**config.mk**
```make
export PLATFORM = sky130hd
export DESIGN_NAME = car_sensor_cond
export DESIGN_NICKNAME = d
export VERILOG_FILES = /design/src/rtl/car_sensor_pkg.sv /design/src/rtl/sync_debounce.sv /design/src/rtl/car_sensor_cond.sv
export SDC_FILE = /design/constraint.sdc
export NUM_CORES = 1
export LEC_CHECK = 0
export BUFFER_PORTS_ARGS = -buffer_cell sky130_fd_sc_hd__buf_2
export CORE_AREA = 4 4 41 43
export CTS_CLUSTER_SIZE = 28
export DETAILED_ROUTE_END_ITERATION = 8
export DIE_AREA = 0 0 45 47
export PLACE_DENSITY_LB_ADDON = 0.05
export SLEW_MARGIN = 40
export SYNTH_ARGS = -nofsm -noshare
export SYNTH_HDL_FRONTEND = slang
export SYNTH_SLANG_ARGS = --single-unit
```
**constraint.sdc**
```tcl
create_clock -name clock -period 2.18 [get_ports clock]
set_input_delay 0.218 -clock clock [delete_from_list [all_inputs] [get_ports clock]]
set_output_delay 0.218 -clock clock [all_outputs]
set_load 0.01 [all_outputs]
```
**src/rtl/car_sensor_pkg.sv**
```systemverilog
// Shared types and constants for the country-road loop-detector front-end.
// State encoding, signal colour codes and default timing parameters.
package car_sensor_pkg;

    typedef enum logic [1:0] {
        StEmpty   = 2'd0,
        StQualOn  = 2'd1,
        StOnLoop  = 2'd2,
        StQualOff = 2'd3
    } det_state_e;

    // Colour codes on the controller's cntry/hwy outputs
    localparam logic [1:0] RED    = 2'd0;
    localparam logic [1:0] YELLOW = 2'd1;
    localparam logic [1:0] GREEN  = 2'd2;

    localparam int unsigned DEBOUNCE_DEF = 4;
    localparam int unsigned CNT_W_DEF    = 4;
    localparam int unsigned HOLD_DEF     = 8;

endpackage

```
**src/rtl/sync_debounce.sv**
```systemverilog
// Two-flop synchroniser and debounce FSM for the loop detector.
// Emits single-cycle arrive/depart strobes, valid in the cycle before the accepting edge.
module sync_debounce
    import car_sensor_pkg::*;
#(
    parameter int unsigned DEBOUNCE = DEBOUNCE_DEF
) (
    input  logic clock,
    input  logic clear,
    input  logic sensor,
    output logic arrive,
    output logic depart
);

    localparam logic [3:0] DCNT_LAST = 4'(DEBOUNCE - 1);

    logic       sync1_q, sync1_d;
    logic       sensor_s_q, sensor_s_d;
    logic [3:0] dcnt_q, dcnt_d;
    det_state_e state_q, state_d;
    logic       acc_lvl;

    always_comb begin
        sync1_d    = sensor;
        sensor_s_d = sync1_q;
        state_d    = state_q;
        dcnt_d     = dcnt_q;
        arrive     = 1'b0;
        depart     = 1'b0;
        acc_lvl    = (state_q == StOnLoop) || (state_q == StQualOff);

        if (sensor_s_q == acc_lvl) begin
            dcnt_d  = 4'd0;
            state_d = acc_lvl ? StOnLoop : StEmpty;
        end else if (dcnt_q == DCNT_LAST) begin
            // Level has differed for DEBOUNCE consecutive cycles: accept it
            dcnt_d  = 4'd0;
            state_d = acc_lvl ? StEmpty : StOnLoop;
            arrive  = !acc_lvl;
            depart  = acc_lvl;
        end else begin
            dcnt_d  = dcnt_q + 4'd1;
            state_d = acc_lvl ? StQualOff : StQualOn;
        end
    end

    always_ff @(posedge clock) begin
        if (clear) begin
            sync1_q    <= 1'b0;
            sensor_s_q <= 1'b0;
            dcnt_q     <= 4'd0;
            state_q    <= StEmpty;
        end else begin
            sync1_q    <= sync1_d;
            sensor_s_q <= sensor_s_d;
            dcnt_q     <= dcnt_d;
            state_q    <= state_d;
        end
    end

endmodule

```
**src/rtl/car_sensor_cond.sv**
```systemverilog
// Country-road car-present conditioner: queue counter, sticky overflow and registered X.
// Build option X_HOLD_EN stretches X for HOLD cycles after the queue empties.
module car_sensor_cond
    import car_sensor_pkg::*;
#(
    parameter int unsigned DEBOUNCE = DEBOUNCE_DEF,
    parameter int unsigned CNT_W    = CNT_W_DEF,
    parameter int unsigned HOLD     = HOLD_DEF
) (
    input  logic             clock,
    input  logic             clear,
    input  logic             sensor,
    input  logic             cntry_green,
    output logic             X,
    output logic [CNT_W-1:0] car_count,
    output logic             overflow
);

    localparam logic [CNT_W-1:0] CNT_MAX = {CNT_W{1'b1}};

    logic             arrive, depart;
    logic [CNT_W-1:0] count_q, count_d;
    logic             ovf_q, ovf_d;
    logic             x_q, x_d;

    sync_debounce #(
        .DEBOUNCE (DEBOUNCE)
    ) u_sync_debounce (
        .clock  (clock),
        .clear  (clear),
        .sensor (sensor),
        .arrive (arrive),
        .depart (depart)
    );

    always_comb begin
        count_d = count_q;
        ovf_d   = ovf_q;
        if (arrive) begin
            if (count_q == CNT_MAX) begin
                ovf_d = 1'b1;
            end else begin
                count_d = count_q + CNT_W'(1);
            end
        end else if (depart && cntry_green && (count_q != '0)) begin
            // Cars creeping over the loop on red stay queued
            count_d = count_q - CNT_W'(1);
        end
    end

`ifdef X_HOLD_EN
    localparam int unsigned HOLD_W = (HOLD < 1) ? 1 : $clog2(HOLD + 1);

    logic [HOLD_W-1:0] hold_q, hold_d;

    always_comb begin
        hold_d = hold_q;
        if (arrive) begin
            hold_d = '0;
        end else if ((count_q != '0) && (count_d == '0)) begin
            hold_d = HOLD_W'(HOLD);
        end else if (hold_q != '0) begin
            hold_d = hold_q - HOLD_W'(1);
        end
        x_d = (count_d != '0) || (hold_d != '0);
    end

    always_ff @(posedge clock) begin
        if (clear) begin
            hold_q <= '0;
        end else begin
            hold_q <= hold_d;
        end
    end
`else
    always_comb begin
        x_d = (count_d != '0);
    end
`endif

    always_ff @(posedge clock) begin
        if (clear) begin
            count_q <= '0;
            ovf_q   <= 1'b0;
            x_q     <= 1'b0;
        end else begin
            count_q <= count_d;
            ovf_q   <= ovf_d;
            x_q     <= x_d;
        end
    end

    assign X         = x_q;
    assign car_count = count_q;
    assign overflow  = ovf_q;

endmodule
```
* Word-level counts from Yosys, hierarchy flattened *
Index checks and enable logic that the tools add are counted.

operators by class
  reduce and logical (&&, ||, !) cells = 8
  multiplexer cells = 12
  add/subtract/negate cells = 3
  eq/ne operators = 5

operators with widths
  operator                                                             number
  4-bit two-way mux                                                    3
  2-bit two-way mux                                                    5
  4-bit by 1-bit adder with 4-bit output (second input constant)       2
  4-bit nonzero test                                                   2
  2-bit == test (second input constant)                                2
  4-bit by 2-bit == test with 1-bit output (second input constant)     1
  4-bit == test (second input constant)                                1
  1-bit two-way mux                                                    4
  4-bit by 1-bit subtractor with 4-bit output (second input constant)  1
  3-bit OR reduction                                                   1
  1-bit logical AND                                                    2
  2-bit AND reduction                                                  1
  1-bit == test                                                        1
  1-bit zero test                                                      1
  1-bit logical OR                                                     1

storage, ports and cells
  output and inout bits = 6
  flip-flop bits (word level) = 14
  word-level logic and storage cells = 35

* Longest topological paths before layout *
  depth after elaboration = 9
  gate-level depth with buffers = 8

* Cells and area by module *
Synthesis repeated with hierarchy kept, for this count alone.

unflattened totals
  cells, all modules = 73
  area total of the unflattened synthesis = 675.6 um^2

by module, submodules not included
  module           cells an instance  seq. area each (um^2)  area each (um^2)  instances
  car_sensor_cond  46                 120.1                  402.9             1
  sync_debounce    27                 140.1                  272.8             1

* Worst setup path before layout *
Ideal clock, no wire load.

  path kind = reg-to-reg
  start = register count_q[0], in the netlist car_count[0]
  end = register x_q, in the netlist X
  cell stages (with the launch flop) = 9
  slack = 499 ps
  arrival time = 1,602 ps
  setup time = 79 ps
  data required time = 2,101 ps
  path through = dfxtp_1 -> clkbuf_1 -> inv_1 -> ha_1 -> inv_1 -> a41oi_1 -> a41o_1 -> a211o_1 -> o211ai_1

between the ends
  word-level cells in the longest chain between the ends = 5
  elaborated cells between the ends (all ways) = 9

ends and longest elaborated chain
  item                                                                                                 RTL line               RTL
  start, declared                                                                                      car_sensor_cond.sv:22  logic [CNT_W-1:0] count_q, count_d;
  start signal, assigned                                                                               car_sensor_cond.sv:87  count_q <= count_d;
  parallel branches: the longest is 3 deep, another holds 4-bit by 1-bit subtractor with 4-bit output  --
  4-bit two-way mux (*)                                                                                car_sensor_cond.sv:39  if (arrive) begin
  4-bit nonzero test (*)                                                                               car_sensor_cond.sv:77  x_d = (count_d != '0);
  end signal, assigned                                                                                 car_sensor_cond.sv:85  x_q <= 1'b0;
  end signal, assigned                                                                                 car_sensor_cond.sv:89  x_q <= x_d;
  end, declared                                                                                        car_sensor_cond.sv:24  logic x_q, x_d;

Every way passes the cells marked *.
A chain may end at the register's enable or synchronous reset.

* Worst setup path in the final report *
  start = register u_sync_debounce.dcnt_q[0]
  end = register x_q, in the netlist X

between the ends
  word-level cells in the longest chain between the ends = 8
  elaborated cells between the ends (all ways) = 10

ends and longest elaborated chain
  item                                          RTL line               RTL
  start, declared                               sync_debounce.sv:19    logic [3:0] dcnt_q, dcnt_d;
  start signal, assigned                        sync_debounce.sv:56    dcnt_q <= dcnt_d;
  4-bit by 2-bit == test with 1-bit output (*)  sync_debounce.sv:35    end else if (dcnt_q == DCNT_LAST) begin
  1-bit two-way mux                             sync_debounce.sv:35
  1-bit two-way mux                             sync_debounce.sv:32    if (sensor_s_q == acc_lvl) begin
  1-bit logical AND (2 in a row)                car_sensor_cond.sv:45  end else if (depart && cntry_green && (count_q != '0)) begin
  4-bit two-way mux                             car_sensor_cond.sv:45
  4-bit two-way mux (*)                         car_sensor_cond.sv:39
  4-bit nonzero test (*)                        car_sensor_cond.sv:77

Mark *: on every way between the ends. The rest lies on a longest branch, timed or not.

==> impl_metrics.tcl <==
set metrics [dict create \
    run_status "finished, final reports clean" \
    grt_use_met3_pct 3.45 \
    fin_worst_skew_ps 7.03 \
    cts_htree_levels 1 \
    most_common_cell_after_layout_fill_and_taps_aside "sky130_fd_sc_hd__dfxtp_1" \
    synth-compound-area-share_pct 14.8 \
    unrepaired_setup_endpoints_after_global_routing "no" \
    mostFrequentLayoutCells "sky130_fd_sc_hd__dfxtp_1 (13), sky130_fd_sc_hd__nor2_1 (11), sky130_fd_sc_hd__buf_2 (9)" \
    grt_start_max_net_pins 11 \
    finish.net_count 94 \
    r2r_setup_slack_ps 360 \
    post_synth_xor_xnor_area_pct 5.26 \
    drc_errors 0 \
    period_utilisation_layout_pct 83.6 \
    final.fill_count 128 \
    p_total_mw 0.437 \
    dr.first_iter.drc_count 18 \
    globalRoute.busiestLayer "met2" \
    crit_type "reg2reg" \
    synth.area.top_cells "sky130_fd_sc_hd__dfxtp_1 (39%), sky130_fd_sc_hd__nor2_1 (6.2%), sky130_fd_sc_hd__ha_1 (5.6%), sky130_fd_sc_hd__inv_1 (3.9%), sky130_fd_sc_hd__xnor2_1 (3.9%)" \
    hold_violations 0 \
    cts_tree "yes" \
    timing.rr.start "u_sync_debounce.dcnt_q[0]" \
    initial_antenna_violation_count 0 \
    post-dp-hpwl_um 878 \
    setup-tns-final_ps 0 \
    synth-adder-area-share_pct 5.64 \
    use_met1_pct 19.6 \
    vias 560 \
    crit_path_start_kind "flip-flop" \
    synth_top_area_cell "sky130_fd_sc_hd__dfxtp_1" \
    mapped_cells 77 \
    die_height_um 47 \
    detail-route-antenna-nets 0 \
    grt_pass1_wl_mm 2.27 \
    core.rowCount 13 \
    post_dp_cell_area_um2 714 \
    fin_worst_hold_slack_ps 145 \
    die_area_um2 2120 \
    synth.area.mux_share_pct 3.01 \
    cts_inserted_buffers 3 \
    timing.reg2reg.worst_path_depth 6 \
    clkTransAtPathRegs_ps 80 \
    report.final.slew_viol_count 0 \
    die_width_um 45 \
    synth-edff-count 0 \
    worst-slew-pin-transition_ps 516 \
    vdd_ir_drop_max_mv 0.399 \
    synth_top_family_by_area "simple AND/OR/NAND/NOR gates" \
    ys_ff_latch 13 \
    ctsResizeCount 0 \
    hold_path_startpoint "sensor" \
    initial_utilization_pct 51.2 \
    synth_cell_types 30 \
    cts_setup_buffers 0 \
    clock-root-buffer "sky130_fd_sc_hd__clkbuf_4" \
    via_per_inst 5.54 \
    max_slew_margin_pct 65.0 \
    async_reset_ff_share_pct 0 \
    port-buffer-count 9 \
    layout.cell_area.non_filler_um2 741 \
    globalRouteTotalUtil_pct 15.2 \
    design.core.area_um2 1300 \
    routed_wl_mm 1.22 \
    boundaryPins 10 \
    highest_attainable_clock_frequency_ghz 0.549 \
    worst_ep_required_time_ps 2400 \
    hold-path-endpoint "u_sync_debounce.sensor_s_d" \
    gp_routability_congestion 0.766 \
    ys.flop_type "sky130_fd_sc_hd__dfxtp_1" \
    max-clock-path-buffers 2 \
    synth-simple-area-share_pct 25.9 \
    regArea_um2 260 \
    cp.arrival_ps 2040 \
    groute.layer.met2.usage_pct 22.3 \
    endpoint_kind "flip-flop" \
    multiInputGateArea_um2 364 \
    synth_fp_nets 84 \
    drive_above_1_share_pct 15.1 \
    synth_seq_area_share_pct 39.1 \
    detail_route.first_pass.iterations 4 \
    cts_hold_buffers 0 \
    fin_crit_ps 1820 \
    post_synth.cell_area_avg_um2 8.64 \
    synth.top_cell.area_share_pct 39.1 \
    max_cap_violations 0 \
    globalRouteOverflowTotal 0 \
    ys_warn_count 0 \
    static-leakage-power_nw 0.350 \
    power_per_cell_area_nw_per_um2 590 \
    syn-cell-area_um2 666 \
    min_path_cells 2 \
    syn_to_final_growth_pct 11.3 \
    grt_pass1_vias 524 \
    critPathMaxFanout 10 \
    wire_per_inst_um 12.1 \
    critical_path.reg2reg.endpoint "X" \
    setup_violations 0 \
    antenna-diode-count 0 \
    tritoncts_num_sinks 13 \
    timing.hold.worst.class "in2reg" \
    clock_insertion_delay_worst_skew_ps 280 \
]
==> registers in the layout, summed over array words and instances (netlist names) <==
name and cells:
u_sync_debounce.dcnt_q 4, u_sync_debounce.state_q 1, overflow 1, car_count 4
u_sync_debounce.sensor_s_q 1, X 1, u_sync_debounce.sensor_s_d 1
==> layer usage <==
layer	up-vias	wire (µm)
met5	-	0
met4	0	22
met3	2	78
met2	17	514
met1	256	605
li1	285	-
==> worst max-delay path, cell delays in order, from the launching register on <==
cell	delay [ps]
sky130_fd_sc_hd__dfxtp_1	360
sky130_fd_sc_hd__ha_1	190
sky130_fd_sc_hd__nor3b_4	400
sky130_fd_sc_hd__a41oi_1	190
sky130_fd_sc_hd__a41o_1	230
sky130_fd_sc_hd__a211o_1	310
sky130_fd_sc_hd__o211ai_1	80
==> logic make-up (layout without fill, tap and decap cells) <==
family / count (synthesis) / count (layout)
xor gates and xnor gates: 4 / 4
muxes: 2 / 2
adders and majority gates: 3 / 3
and+or+nand+nor: 31 / 31
AOI/OAI and AO/OA: 13 / 13
buffers and inverters: 11 / 20
DFF: 13 / 13
==> how the worst max path moves through the flow <==
stage                                         start  end  slack, ps
after floorplan                        car_count[0]    X        500
after global placement    u_sync_debounce.dcnt_q[0]    X        390
after detailed placement  u_sync_debounce.dcnt_q[0]    X        380
after CTS                 u_sync_debounce.dcnt_q[0]    X        370
after global routing                   car_count[1]    X        210
final                     u_sync_debounce.dcnt_q[0]    X        360
==> through the flow <==
stage / setup WS, ps / utilization, % / std cells
after floorplan: 499 / - / 77
after global placement: 385 / 54.9 / 97
after detailed placement: 383 / 54.9 / 97
after CTS: 370 / 56.9 / 101
after global routing: 207 / 56.9 / 101
final: 358 / 56.9 / 101
==> synth_stat cells (all sizes together) (2+ instances only) <==
master and instances:
clkbuf 4, nor2 11, ha 3, nand2 4, nand3 3, and2 2, xnor2 3, nor2b 3
o21ai 2, a41oi 2, dfxtp 13, mux2i 2, nor3 2, inv 7
==> cell type report <==
cell class,count,area share (%)
Tap cell,15,2.53
Clock buffer,4,3.55
Sequential cell,13,35.1
Inverter,7,3.55
Timing Repair Buffer,9,6.08
Multi-Input combinational cell,53,49.2
==> power by group <==
part | leakage, nW | switching, mW | internal [mW]
clock network | 0.0150 | 0.0836 | 0.0711
logic | 0.230 | 0.0173 | 0.0152
registers | 0.105 | 0.00674 | 0.243
Note: power is estimated with default switching activity, not from simulation.
